==> config.mk <==
export PLATFORM = sky130hd
export DESIGN_NAME = io_int_ctrl
export DESIGN_NICKNAME = d
export VERILOG_FILES = /design/src/rtl/io_int_ctrl.sv
export SDC_FILE = /design/constraint.sdc
export NUM_CORES = 1
export LEC_CHECK = 0
export ABC_AREA = 1
export CAP_MARGIN = 20
export CELL_PAD_IN_SITES_DETAIL_PLACEMENT = 1
export CELL_PAD_IN_SITES_GLOBAL_PLACEMENT = 1
export CORE_AREA = 5 5 59 61
export CTS_CLUSTER_SIZE = 24
export DETAILED_ROUTE_END_ITERATION = 6
export DIE_AREA = 0 0 64 66
export PLACE_DENSITY = 0.76
export RECOVER_POWER = 25
export SETUP_SLACK_MARGIN = 0.2
export SYNTH_ARGS = -nofsm -noshare
export SYNTH_HDL_FRONTEND = slang
export SYNTH_SLANG_ARGS = --single-unit
export TNS_END_PERCENT = 30
==> constraint.sdc <==
create_clock -name clk -period 1.1 [get_ports clk]
set_input_delay 0.22 -clock clk [delete_from_list [all_inputs] [get_ports clk]]
set_output_delay 0.22 -clock clk [all_outputs]
set_load 0.05 [all_outputs]
==> src/rtl/io_int_ctrl.sv <==
// Edge-latching, maskable, fixed-priority interrupt controller with req/ack/eoi handshake to the CPU.
// Source edge to irq is 2 cycles; one interrupt is in flight at a time, new edges stay pending meanwhile.
module io_int_ctrl #(
    parameter int               ID_W       = 2,
    parameter int               VEC_W      = 10,
    parameter logic [VEC_W-1:0] VEC_BASE   = 10'h3C0,
    parameter int               VEC_STRIDE = 4,
    localparam int              NSRC       = 2**ID_W
) (
    input  logic             clk,
    input  logic             reset,
    input  logic [NSRC-1:0]  src_in,
    input  logic             mask_we,
    input  logic [NSRC-1:0]  mask_din,
    output logic [NSRC-1:0]  mask_q,
    output logic [NSRC-1:0]  pending_q,
    output logic             irq,
    input  logic             ack,
    input  logic             eoi,
    output logic [VEC_W-1:0] vector,
    output logic [ID_W-1:0]  active_id
);

    typedef enum logic [1:0] {
        ST_IDLE = 2'd0,
        ST_REQ  = 2'd1,
        ST_SVC  = 2'd2
    } state_t;

    state_t            r_state;
    state_t            w_state_nxt;
    logic [NSRC-1:0]   r_prev;
    logic [NSRC-1:0]   r_pending;
    logic [NSRC-1:0]   r_mask;
    logic              r_irq;
    logic [VEC_W-1:0]  r_vector;
    logic [ID_W-1:0]   r_active_id;

    logic [NSRC-1:0]   w_eligible;
    logic [NSRC-1:0]   w_rise;
    logic [NSRC-1:0]   w_clr;
    logic [ID_W-1:0]   w_winner;
    logic [VEC_W-1:0]  w_vec;
    logic              w_load;
    logic              w_take;

    assign w_eligible = r_pending & r_mask;
    assign w_rise     = src_in & ~r_prev;
    assign w_take     = (r_state == ST_REQ) && ack;
    assign w_clr      = w_take ? (NSRC'(1) << r_active_id) : '0;
    assign w_vec      = VEC_BASE + VEC_W'(w_winner) * VEC_W'(VEC_STRIDE);

    // Lowest index wins: scan downwards so the last hit is the smallest.
    always_comb begin
        w_winner = '0;
        for (int i = NSRC - 1; i >= 0; i--) begin
            if (w_eligible[i]) w_winner = ID_W'(i);
        end
    end

    always_comb begin
        w_state_nxt = r_state;
        w_load      = 1'b0;
        case (r_state)
            ST_IDLE: begin
                if (|w_eligible) begin
                    w_state_nxt = ST_REQ;
                    w_load      = 1'b1;
                end
            end
            ST_REQ: begin
                // ack beats a coincident mask clear of the selected source
                if (ack)                        w_state_nxt = ST_SVC;
                else if (!r_mask[r_active_id])  w_state_nxt = ST_IDLE;
            end
            ST_SVC: begin
                if (eoi) w_state_nxt = ST_IDLE;
            end
            default: w_state_nxt = ST_IDLE;
        endcase
    end

    always_ff @(posedge clk or negedge reset) begin
        if (!reset) r_state <= ST_IDLE;
        else        r_state <= w_state_nxt;
    end

    always_ff @(posedge clk or negedge reset) begin
        if (!reset) begin
            r_prev      <= '0;
            r_pending   <= '0;
            r_mask      <= '0;
            r_irq       <= 1'b0;
            r_vector    <= '0;
            r_active_id <= '0;
        end else begin
            r_prev    <= src_in;
            r_pending <= (r_pending & ~w_clr) | w_rise;
            r_irq     <= (w_state_nxt == ST_REQ);
            if (mask_we) r_mask <= mask_din;
            if (w_load) begin
                r_vector    <= w_vec;
                r_active_id <= w_winner;
            end
        end
    end

    assign mask_q    = r_mask;
    assign pending_q = r_pending;
    assign irq       = r_irq;
    assign vector    = r_vector;
    assign active_id = r_active_id;

endmodule

; ---- Word level (Yosys, flattened, before mapping)
; Cells that the tools add are included.
[classes]
n_addsub = 1
order_cmp = 1
eq_ne = 3
shifts = 1
n_mux = 14
n_bitwise = 6
reduce_logical = 3
[op_table]
columns = cell, count
row1 = 2-bit 2-to-1 mux, 8
row2 = 4-bit AND, 3
row3 = 7-bit by 5-bit adder with 8-bit output (first input constant), 1
row4 = 4-bit inverter, 2
row5 = 2-bit case mux with 3 select lines, 1
row6 = 2-bit by 1-bit == test with 1-bit output (second input constant), 2
row7 = 4-bit 2-to-1 mux, 1
row8 = 4-bit OR, 1
row9 = 4-bit OR reduction, 1
row10 = 1-bit by 2-bit << shifter with 4-bit output (first input constant), 1
row11 = 2-bit by 3-bit < comparator with 1-bit output (second input constant), 1
row12 = 1-bit 2-to-1 mux, 3
row13 = 1-bit binary-select mux with 2-bit select, 1
row14 = 2-bit == test (second input constant), 1
row15 = 2-bit logical NOT, 1
row16 = 1-bit logical AND, 1
[word_totals]
reg_bits = 27
input_bits = 13
out_inout_bits = 21

; ---- Longest topological paths before layout
[logic_depth]
word_depth = 6
ltp_mapped = 6
mapped_depth_nobuf = 6

; ---- Worst setup path after synthesis
; OpenSTA, ideal clock, no wires.
[synth_timing]
path_type = flip-flop to flip-flop
startpoint = register r_active_id[0] (netlist: active_id[0])
endpoint = register r_irq (netlist: irq)
arrival_time_ns = 1.120
required_ns = 0.976
setup_slack_ns = -0.143
path_stages_with_launch = 6
path_buffers = 0
cell_sequence = dfrtp_1 > o21ai_0 > nand2_1 > nand2_1 > nand2_1 > nand2_1
[synth_via]
elab_chain_cells = 6
[synth_rtl]
columns = element, line
row1 = from (decl), 37  ; logic [ID_W-1:0] r_active_id;
row2 = from (signal assigned), 103  ; r_active_id <= w_winner;
row3 = 1-bit binary-select mux with 2-bit select, 74  ; else if (!r_mask[r_active_id]) w_state_nxt = ST_IDLE;
row4 = 1-bit 2-to-1 mux (not written as such), 74
row5 = 2-bit 2-to-1 mux, 74
row6 = 2-bit 2-to-1 mux, 73  ; if (ack) w_state_nxt = ST_SVC;
row7 = 2-bit case mux with 3 select lines, 64  ; case (r_state)
row8 = 2-bit by 1-bit == test with 1-bit output, 99  ; r_irq <= (w_state_nxt == ST_REQ);
row9 = to (signal assigned), 99
row10 = to (decl), 35  ; logic r_irq;
; Every way passes these cells. The select of a mux whose other input is x is not followed.
; A chain may end at the register's enable or synchronous reset.

; ---- Worst setup path after layout
[layout_timing]
startpoint = register r_active_id[0] (netlist: active_id[0])
endpoint = output active_id[0]
[layout_rtl]
columns = element, line
row1 = to (decl), 21  ; output logic [ID_W-1:0] active_id
; No word-level cell between the ends.

==> results.sh <==
export IMPL_status="complete, but fails checks"
export IMPL_violations="setup timing"
export IMPL_cp_top_family="flip-flops"
export IMPL_setup_slack_ps=-158.6
export IMPL_pin_count=34
export IMPL_grt_use_met3_pct=2.211
export IMPL_hp_class="in2reg"
export IMPL_port_buffers=29
export IMPL_antenna_left=0
export IMPL_cpPeakStageDelay_ps=560
export IMPL_finish_instance_area_um2=1546
export IMPL_crit_buf_inv=1
export IMPL_num_vias=765
export IMPL_n_fill_cell=305
export IMPL_slew_violations=0
export IMPL_yosys_area_top_type="dfrtp_1"
export IMPL_ys_warn_count=0
export IMPL_setup_viol=21
export IMPL_clkTransAtPathRegs_ps=120
export IMPL_n_antenna_cell=0
export IMPL_cap_viol_max_count=0
export IMPL_most_common_layout_cells="21 x nand2_1, 17 x buf_12, 12 x buf_6, 11 x inv_1"
export IMPL_grt_usage_pct=11.70
export IMPL_power_density_nw_per_um2=2650
export IMPL_synthTopCellsByArea="dfrtp_1 55%, nand2_1 12%, buf_4 8.3%"
export IMPL_finalHoldViolations=0
export IMPL_fmax_ghz=0.7945
export IMPL_clk_latency_ps=300
export IMPL_synth_area_um2=813.3
export IMPL_placed_area_um2=1350
export IMPL_dieArea_um2=4224
export IMPL_peakVddDrop_uv=2082
export IMPL_htreeDepth=1
export IMPL_grt_pass1_wl_mm=3.877
export IMPL_globalRouteOverflowTotal=0
export IMPL_wire_per_inst_um=16.29
export IMPL_globalRouteMet2Util_pct=21.36
export IMPL_ys_seq_elements=18
export IMPL_ys_types=15
export IMPL_drive_gt1_share_pct=47.79
export IMPL_fin_worst_skew_ps=8.393
export IMPL_cp_required_ps=880
export IMPL_rsz0062_at_grt="yes"
export IMPL_die_w_um=64
export IMPL_cts_buffers=3
export IMPL_rows=20
export IMPL_synthesis_instances=93
export IMPL_dp_hpwl_mm=1.724
export IMPL_startpoint_type="flip-flop"
export IMPL_worst_hold_slack_ps=365.9
export IMPL_top_usage_layer="met2"
export IMPL_root_buffer="clkbuf_4"
export IMPL_drt_first_pass_iters=4
export IMPL_wirelength_mm=2.753
export IMPL_use_met1_pct=13.12
export IMPL_clockBufferDepth=2
export IMPL_gp_congestion=0.7870
export IMPL_crit_chain="buf_12"
export IMPL_vias_per_cell=4.527
export IMPL_area_growth_pct=90.15
export IMPL_grt_max_degree=19
export IMPL_grt_pass1_vias=845
export IMPL_critPathMaxFanout=7
export IMPL_seq_area_frac_synth_pct=55.38
export IMPL_finalNetCount=150
export IMPL_final_common_cell="nand2_1"
export IMPL_leakage_uw=0.0007303
export IMPL_start_util_pct=27.78
export IMPL_finalCritPeriodShare_pct=114.4
export IMPL_crit_type="reg2out"
export IMPL_fin_crit_ps=1259
export IMPL_coreArea_um2=2928
export IMPL_clock_sinks=18
export IMPL_cp_slowest_cell="dfrtp_4"
export IMPL_drtIter0Drc=9
export IMPL_synth_top_area_share_pct=55.38
export IMPL_power_uw=4097
export IMPL_pre_cts_slack_ps=-268.5
export IMPL_remaining_drc_errors=0
export IMPL_die_h_um=66
export IMPL_cts_tree="built"
export IMPL_end_kind="primary output"
export IMPL_antenna_found_initial=0
export IMPL_arrival_ps=1040
export IMPL_utilization_pct=52.82
export IMPL_avgSynthCellArea_um2=8.745
==> cells by family (layout without fill, tap and decap cells) <==
family,count (synthesis),count (layout),share of synthesized area [%]
other,1,4,0.4611
multiplexers,2,2,2.769
flip-flops,18,18,55.38
buffers and inverters,22,62,14.31
AO/OA/AOI/OAI,15,15,9.538
AND/OR/NAND/NOR,35,35,17.54
==> final timing paths <==
path	startpoint	endpoint	slack (ps)	cells past startpoint
worst min register to register	r_prev[1]	pending_q[1]	410	1
worst max register to register	active_id[0]	pending_q[0]	-60	5
max in group asynchronous	reset	active_id[0]	340	2
worst max-delay path	active_id[0]	active_id[0]	-160	1
worst min-delay path	src_in[3]	r_prev[3]	370	1
min in group asynchronous	reset	r_prev[2]	390	2
==> synthesized netlist by cell type <==
cell,number
a21oi_1,1
buf_4,9
conb_1,1
dfrtp_1,18
inv_1,13
mux2_2,2
nand2_1,27
nand2_2,2
nand3_1,1
nor2_1,3
nor2_2,1
o21ai_0,12
o21ai_1,1
o31ai_1,1
or2_1,1
==> cell type report <==
type	instances	area (um2)	area share [%]
flip-flops and latches	18	466.7	30.18
clock buffers	4	36.28	2.346
multi-input cells	56	329.1	21.28
well taps	33	41.29	2.670
inverters	13	51.30	3.317
repair buffers	45	621.8	40.21
==> where the power goes <==
part,internal (uW),switching [uW],leakage [uW],total [uW]
clock,202,226,0.0000210,428
sequential,858,251,0.000194,1110
combinational,1200,1360,0.000516,2560
total,2260,1840,0.000730,4100
==> through the flow <==
step | cells | TNS (ps)
after floorplan | 96 | -33.48
after global placement | 157 | -916.9
after detailed placement | 157 | -1384
after CTS | 166 | -2037
after global routing | 169 | -2861
final | 169 | -1971
==> flip-flops by register name, summed over array words and instances (netlist names) <==
signal and flops:
r_state 2, irq 1, pending_q 4, active_id 1, r_prev 4, vector 2
mask_q 4
==> metal layers <==
metal | part of all wire, % | routed length [um]
met1 | 40 | 1098
met2 | 57 | 1559
met3 | 2.8 | 78
met4 | 0.62 | 17
met5 | 0 | 0
==> what timing repair did <==
item,4_1_cts,5_1_grt
setup endpoints to repair,29,28
pin swaps,4,6
setup buffers,5,3
hold buffers,0,0
resized for setup,15,26
(Power assumes the default switching activity.)
